--- config.mk ---
export PLATFORM = sky130hd
export DESIGN_NAME = int_request_gen
export DESIGN_NICKNAME = d
export VERILOG_FILES = /design/src/rtl/core6502_pkg.sv /design/src/rtl/int_nmi_pulser.sv /design/src/rtl/int_request_gen.sv
export SDC_FILE = /design/constraint.sdc
export NUM_CORES = 1
export LEC_CHECK = 0
export ABC_AREA = 1
export ABC_CLOCK_PERIOD_IN_PS = 4800
export CORE_MARGIN = 4
export CORE_UTILIZATION = 44
export CTS_CLUSTER_DIAMETER = 150
export DETAILED_ROUTE_END_ITERATION = 8
export GPL_TIMING_DRIVEN = 1
export PLACE_DENSITY = 0.76
export SYNTH_ARGS = -nofsm -noshare
export SYNTH_HDL_FRONTEND = slang
export SYNTH_HIERARCHICAL = 1
export SYNTH_SLANG_ARGS = --single-unit
--- constraint.sdc ---
create_clock -name CLK -period 4.8 [get_ports CLK]
set_input_delay 0.96 -clock CLK [delete_from_list [all_inputs] [get_ports CLK]]
set_output_delay 0.96 -clock CLK [all_outputs]
set_load 0.005 [all_outputs]
--- src/rtl/core6502_pkg.sv ---
// core6502_pkg
// Shared constants for the 6502 core and its interrupt-side helpers.
//   VEC_NMI / VEC_RES / VEC_IRQ : low-byte addresses of the hardware vectors
//   nmi_state_t                 : encoding of the NMI pulse generator states
package core6502_pkg;

  localparam logic [15:0] VEC_NMI = 16'hFFFA;
  localparam logic [15:0] VEC_RES = 16'hFFFC;
  localparam logic [15:0] VEC_IRQ = 16'hFFFE;

  typedef enum logic [1:0] {
    N_IDLE = 2'd0,
    N_LOW  = 2'd1,
    N_GAP  = 2'd2
  } nmi_state_t;

endpackage

--- src/rtl/int_nmi_pulser.sv ---
// int_nmi_pulser
// Turns accepted NMI requests into n_NMI low pulses with a guaranteed
// minimum width, a timeout, and a mandatory high gap so the core always
// sees a fresh falling edge. Holds a one-deep request queue.
//
// Ports:
//   clk        : clock
//   rst        : synchronous active-high reset
//   nmi_accept : request pulse already qualified by the enable
//   nmi_hit    : NMI vector fetch seen on the bus this cycle
//   n_nmi      : registered active-low NMI to the core
//   nmi_ack    : registered one-cycle pulse when a pulse ends by acknowledge
//   nmi_lost   : sticky, a request arrived while the queue was full
//
// state  | meaning
// N_IDLE | n_NMI high, waiting for a request
// N_LOW  | n_NMI low, counting toward min width / timeout
// N_GAP  | n_NMI high, enforcing the recovery gap before the next pulse
module int_nmi_pulser
  import core6502_pkg::*;
#(
  parameter int NMI_MIN_LOW = 4,
  parameter int NMI_MAX_LOW = 64,
  parameter int NMI_GAP     = 4
) (
  input  logic clk,
  input  logic rst,
  input  logic nmi_accept,
  input  logic nmi_hit,
  output logic n_nmi,
  output logic nmi_ack,
  output logic nmi_lost
);

  localparam int CNT_MAX = (NMI_MAX_LOW > NMI_GAP) ? NMI_MAX_LOW : NMI_GAP;
  localparam int CNT_W   = $clog2(CNT_MAX + 1);

  localparam logic [CNT_W-1:0] CNT_SAT   = CNT_W'(CNT_MAX);
  localparam logic [CNT_W-1:0] MIN_LOW_C = CNT_W'(NMI_MIN_LOW);
  localparam logic [CNT_W-1:0] MAX_LOW_C = CNT_W'(NMI_MAX_LOW);
  localparam logic [CNT_W-1:0] GAP_C     = CNT_W'(NMI_GAP);

  localparam logic [1:0] ST_IDLE = N_IDLE;
  localparam logic [1:0] ST_LOW  = N_LOW;
  localparam logic [1:0] ST_GAP  = N_GAP;

  logic [1:0]       state, state_nxt;
  logic [CNT_W-1:0] cnt, cnt_nxt, cnt_inc;
  logic             ack_seen, ack_seen_nxt;
  logic             queued, queued_nxt;
  logic             lost, lost_nxt;
  logic             ack_pulse;

  assign cnt_inc = (cnt == CNT_SAT) ? cnt : cnt + 1'b1;

  always_comb begin
    state_nxt    = state;
    cnt_nxt      = cnt;
    ack_seen_nxt = ack_seen;
    queued_nxt   = queued;
    lost_nxt     = lost;
    ack_pulse    = 1'b0;
    case (state)
      ST_IDLE: begin
        ack_seen_nxt = 1'b0;
        if (nmi_accept) begin
          state_nxt = ST_LOW;
          cnt_nxt   = '0;
        end
      end
      ST_LOW: begin
        cnt_nxt = cnt_inc;
        if (nmi_hit) ack_seen_nxt = 1'b1;
        if (nmi_accept) begin
          if (queued) lost_nxt = 1'b1;
          else        queued_nxt = 1'b1;
        end
        // An early acknowledge is held until the minimum width is met.
        if ((nmi_hit || ack_seen) && cnt_inc >= MIN_LOW_C) begin
          state_nxt    = ST_GAP;
          cnt_nxt      = '0;
          ack_seen_nxt = 1'b0;
          ack_pulse    = 1'b1;
        end else if (cnt_inc == MAX_LOW_C) begin
          state_nxt    = ST_GAP;
          cnt_nxt      = '0;
          ack_seen_nxt = 1'b0;
        end
      end
      ST_GAP: begin
        cnt_nxt = cnt_inc;
        if (cnt_inc == GAP_C) begin
          cnt_nxt = '0;
          if (queued) begin
            state_nxt  = ST_LOW;
            queued_nxt = 1'b0;
            if (nmi_accept) lost_nxt = 1'b1;
          end else if (nmi_accept) begin
            // Request coinciding with the gap end starts the next pulse directly.
            state_nxt = ST_LOW;
          end else begin
            state_nxt = ST_IDLE;
          end
        end else if (nmi_accept) begin
          if (queued) lost_nxt = 1'b1;
          else        queued_nxt = 1'b1;
        end
      end
      default: begin
        state_nxt = ST_IDLE;
        cnt_nxt   = '0;
      end
    endcase
  end

  always_ff @(posedge clk) begin
    if (rst) begin
      state    <= ST_IDLE;
      cnt      <= '0;
      ack_seen <= 1'b0;
      queued   <= 1'b0;
      lost     <= 1'b0;
      n_nmi    <= 1'b1;
      nmi_ack  <= 1'b0;
    end else begin
      state    <= state_nxt;
      cnt      <= cnt_nxt;
      ack_seen <= ack_seen_nxt;
      queued   <= queued_nxt;
      lost     <= lost_nxt;
      n_nmi    <= (state_nxt != ST_LOW);
      nmi_ack  <= ack_pulse;
    end
  end

  assign nmi_lost = lost;

endmodule

--- src/rtl/int_request_gen.sv ---
// int_request_gen
// Interrupt-source side of the 6502 /NMI and /IRQ interface. Collects
// peripheral events, drives n_IRQ (level) and n_NMI (pulse), and detects
// acknowledge by snooping vector fetches.
//
// Ports:
//   CLK, RES       : clock, synchronous active-high reset
//   irq_set        : per-source event pulses
//   irq_clr        : write-1-to-clear strobes for pending bits
//   irq_mask       : per-source enable onto n_IRQ
//   nmi_req/nmi_en : NMI request pulse and its enable
//   bus_valid/ADDR/RnW : CPU bus snoop
//   n_NMI, n_IRQ   : active-low interrupt lines to the core
//   irq_pending    : pending flags
//   nmi_ack/irq_ack: one-cycle acknowledge pulses
//   nmi_lost       : sticky dropped-request flag
module int_request_gen
  import core6502_pkg::*;
#(
  parameter int NUM_IRQ     = 4,
  parameter int NMI_MIN_LOW = 4,
  parameter int NMI_MAX_LOW = 64,
  parameter int NMI_GAP     = 4
) (
  input  logic               CLK,
  input  logic               RES,
  input  logic [NUM_IRQ-1:0] irq_set,
  input  logic [NUM_IRQ-1:0] irq_clr,
  input  logic [NUM_IRQ-1:0] irq_mask,
  input  logic               nmi_req,
  input  logic               nmi_en,
  input  logic               bus_valid,
  input  logic [15:0]        ADDR,
  input  logic               RnW,
  output logic               n_NMI,
  output logic               n_IRQ,
  output logic [NUM_IRQ-1:0] irq_pending,
  output logic               nmi_ack,
  output logic               irq_ack,
  output logic               nmi_lost
);

  logic               nmi_hit, irq_hit;
  logic [NUM_IRQ-1:0] pending, pending_nxt;
  logic               n_irq_q, irq_ack_q;

  assign nmi_hit = bus_valid & RnW & (ADDR == VEC_NMI);
  assign irq_hit = bus_valid & RnW & (ADDR == VEC_IRQ);

  // Set wins over clear so a coincident event is never dropped.
  assign pending_nxt = irq_set | (pending & ~irq_clr);

  always_ff @(posedge CLK) begin
    if (RES) begin
      pending   <= '0;
      n_irq_q   <= 1'b1;
      irq_ack_q <= 1'b0;
    end else begin
      pending   <= pending_nxt;
      n_irq_q   <= ~|(pending_nxt & irq_mask);
      // Only a vector fetch made while the line was actually asserted counts.
      irq_ack_q <= irq_hit & ~n_irq_q;
    end
  end

  int_nmi_pulser #(
    .NMI_MIN_LOW (NMI_MIN_LOW),
    .NMI_MAX_LOW (NMI_MAX_LOW),
    .NMI_GAP     (NMI_GAP)
  ) u_nmi (
    .clk        (CLK),
    .rst        (RES),
    .nmi_accept (nmi_req & nmi_en),
    .nmi_hit    (nmi_hit),
    .n_nmi      (n_NMI),
    .nmi_ack    (nmi_ack),
    .nmi_lost   (nmi_lost)
  );

  assign irq_pending = pending;
  assign n_IRQ       = n_irq_q;
  assign irq_ack     = irq_ack_q;

endmodule

==> metrics.md <==
| Metric | Value |
|---|---|
| Outcome | `finished clean` |
| Clk_lat worst skew | `0.30 ns` |
| Worst hold-check path type | `flop to flop` |
| PD cells | `171 mW/mm²` |
| Setup repair bufs after CTS | `0` |
| Vias per inst | `4.59` |
| Synth top area share | `28.8%` |
| Pre-CTS setup slack | `2.17 ns` |
| Warnings from Yosys | `6` |
| Worst-Margin Slew | `0.751 ns` |
| Total track usage | `15.4%` |
| VDD IR-drop max | `157 µV` |
| Hold buffers post-CTS | `0` |
| Final period util | `48.6%` |
| Die X-Extent | `64.2 µm` |
| Crit-path max cell delay | `0.48 ns` |
| CP Buf/Inv Count | `3` |
| Slowest cell on crit path | `nor2_1` |
| CTS tree | `done` |
| Cell Rows | `20` |
| Synth area leaders | `dfxtp_1 29%, nand2_1 15%, inv_1 8.1%` |
| Dominant cell type by area after synthesis | `dfxtp_1` |
| Final max-slew violation count | `0` |
| Tmin final | `2.33 ns` |
| Vias in the first global route | `1193` |
| Worst path arrival time | `2.50 ns` |
| Slew HR | `49.8%` |
| Clock buffer count from CTS | `3` |
| Most frequent cells after synthesis | `54 x nand2_1, 30 x inv_1, 22 x nor2_1` |
| #FFs+latches synth | `20` |
| Worst EP required | `4.96 ns` |
| Pleak | `0.836 nW` |
| Max Cap Viol | `0` |
| Global placement routability congestion | `0.853` |
| Fin. Hold Viols | `0` |
| Wire per inst | `10.2 µm` |
| # IOs | `43` |
| Post-Route WL | `3010 µm` |
| EDFF count, synth | `0` |
| First-pass GRT wire length | `5180 µm` |
| Family with the most delay on the worst path | `simple AND/OR/NAND/NOR gates` |
| DRC viols | `0` |
| Sequential fraction of the synthesis area | `28.8%` |
| Syn_nets | `248` |
| Fmax | `429 MHz` |
| Clock-pin transition on the worst setup and hold timing paths | `0.10 ns` |
| FFs w/ async S/R, synth | `0%` |
| Sequential cell area | `400 µm²` |
| HPWL Detailed | `2480 µm` |
| N_diodes | `0` |
| Num Clock Sinks | `20` |
| TritonRoute pass-1 iters | `4` |
| Clock Tree Root | `clkbuf_4` |
| Top FF cell, synth | `dfxtp_1` |
| Layout Nets | `292` |
| # setup viols final | `0` |
| Worst Skew | `0.00740 ns` |
| Initial DRC count | `67` |
| Synthesized area | `0.00139 mm²` |
| Yosys cell types | `31` |
| Setup TNS | `0 ns` |
| CP Class | `input port to flop` |
| CORE AREA | `0.00303 mm²` |
| Vias | `1350` |
| Number of buffers added on ports | `42` |
| Htree depth | `1` |
| Final ANT Viol Nets | `0` |
| Syn Inst Count | `208` |
| Worst Slack Setup Final | `2.47 ns` |
| Pin count of the biggest net entering global routing | `20` |
| Grt total ovfl | `0` |
| RSZ-0062 raised after global routing | `false` |
| Most frequent cell after synthesis | `nand2_1` |
| Crit-path cells | `clkdlybuf4s50_1 -> nand2_1 -> inv_1 -> nor2_1 -> nor2_1 -> inv_1 -> nor2_1 -> nand2_1 -> a21oi_1` |
| Crit Path Max Fanout | `9` |
| CP endpoint kind | `flop` |
| Area growth syn-to-layout | `34.0%` |
| Critical Path Start Type | `input port` |
| Cell mode on critical path | `nor2_1` |
| Die Ht | `64.2 µm` |
| Post-CTS resize count | `0` |
| Initial antenna violation count | `0` |
| Syn avg cell area | `6.68 µm²` |
| Initial Utilization | `45.9%` |
| Area taken by multi-input logic gates | `835 µm²` |
| Full die area | `0.00412 mm²` |
| Share of layout cells above drive strength 1 | `14.4%` |
| Fillers | `302` |
| Clock Path Buffers | `2` |
[cell families (layout without fill, tap and decap cells)]
group / after synthesis / count (layout) / synth area share [%]
compound gates: 21 / 21 / 8.65
xor+xnor: 1 / 1 / 0.631
fa+ha+maj: 6 / 6 / 5.41
buf+inv: 37 / 79 / 11.1
flops: 20 / 20 / 28.8
simple gates: 123 / 123 / 45.4
[cell usage in the layout (no fill, tap or decap)]
master / Yosys / final
dfxtp_1: 20 / 20
and2_1: 1 / 1
o21bai_2: 1 / 1
nand2_1: 54 / 54
and3_1: 1 / 1
nand3_2: 3 / 3
a21oi_2: 1 / 1
nor2_1: 22 / 22
nand4_2: 1 / 1
o21bai_1: 1 / 1
nand3b_1: 1 / 1
ha_1: 6 / 6
clkbuf_4: 0 / 3
nand3_1: 14 / 14
a21oi_1: 14 / 14
nor2_4: 3 / 3
nand2_4: 3 / 3
nor3b_2: 1 / 1
clkdlybuf4s50_1: 0 / 42
nor2_2: 4 / 4
inv_1: 30 / 30
nor3_1: 1 / 1
inv_2: 4 / 4
o21ai_1: 1 / 1
xor2_1: 1 / 1
o21ai_0: 2 / 2
nand2_2: 10 / 10
nor3_2: 1 / 1
nand3_4: 1 / 1
nand4_1: 2 / 2
o31ai_1: 1 / 1
[layer usage]
metal / share of wire (%) / global-route usage [%] / routed length (µm) / vias up
li1: - / - / - / 728
met1: 45 / 20.5 / 1350 / 588
met2: 48 / 24.3 / 1450 / 30
met3: 6.0 / 4.39 / 180 / 4
met4: 0.80 / 3.96 / 24 / 0
met5: 0 / 0 / 0 / -
[report_power, final]
part	switching (mW)	leakage [nW]	total, mW	internal [mW]
registers	0.00296	0.163	0.174	0.171
logic	0.0274	0.659	0.0678	0.0404
clock network	0.0474	0.0138	0.0767	0.0293
total	0.0778	0.836	0.318	0.240
[layout make-up]
type                       instances  area share [%]
clock buffer                       3            1.21
inverter                          34            6.86
tap                               44            2.96
sequential                        20            21.5
multi-input combinational        151            44.9
timing repair buffer              42            22.6
[worst reg2reg max path, cell delays in order (launching register included)]
cell and delay [ns]:
dfxtp_1 0.49, ha_1 0.31, nand2_1 0.10, nor2_1 0.13
nand2_1 0.07, nand2_2 0.12, inv_2 0.06, nor2_4 0.11
nand2_2 0.08, nand2_2 0.07, nand2_1 0.06, nand2_1 0.05
nand2_1 0.06, nand2_2 0.08, nand3_1 0.06
[through the flow]
| stage | power, mW | instance area [µm²] | std cells | utilization [%] | hold WS (ns) |
|---|---|---|---|---|---|
| 5_1_grt | 0.340 | 1860 | 294 | 61.4 | 0.518 |
| 6_report | 0.318 | 1860 | 294 | 61.4 | 0.468 |
| 4_1_cts | 0.324 | 1860 | 294 | 61.4 | 0.471 |
| 2_1_floorplan | 0.205 | 1390 | 208 | - | 0.447 |
| 3_3_place_gp | 0.245 | 1840 | 291 | 60.7 | 0.440 |
| 3_5_place_dp | 0.246 | 1840 | 291 | 60.7 | 0.448 |
[flip-flops by register name (all words and copies together), names as in the netlist]
| signal | cells |
|---|---|
| u_nmi/ack_seen | 1 |
| u_nmi/nmi_lost | 1 |
| u_nmi/cnt | 7 |
| u_nmi/nmi_ack | 1 |
| u_nmi/n_nmi | 1 |
| u_nmi/state | 2 |
| irq_ack | 1 |
| irq_pending | 4 |
| n_IRQ | 1 |
| u_nmi/queued | 1 |
[final timing paths]
| path | startpoint | endpoint | slack (ns) | cells past startpoint |
|---|---|---|---|---|
| min reg2reg | u_nmi/nmi_lost | u_nmi/nmi_lost | 0.47 | 2 |
| min | u_nmi/nmi_lost | u_nmi/nmi_lost | 0.47 | 2 |
| max | nmi_req | u_nmi/cnt[2] | 2.47 | 9 |
| max reg2reg | u_nmi/cnt[0] | u_nmi/n_nmi | 2.87 | 14 |
No activity file was read; power rests on OpenSTA's default activity.
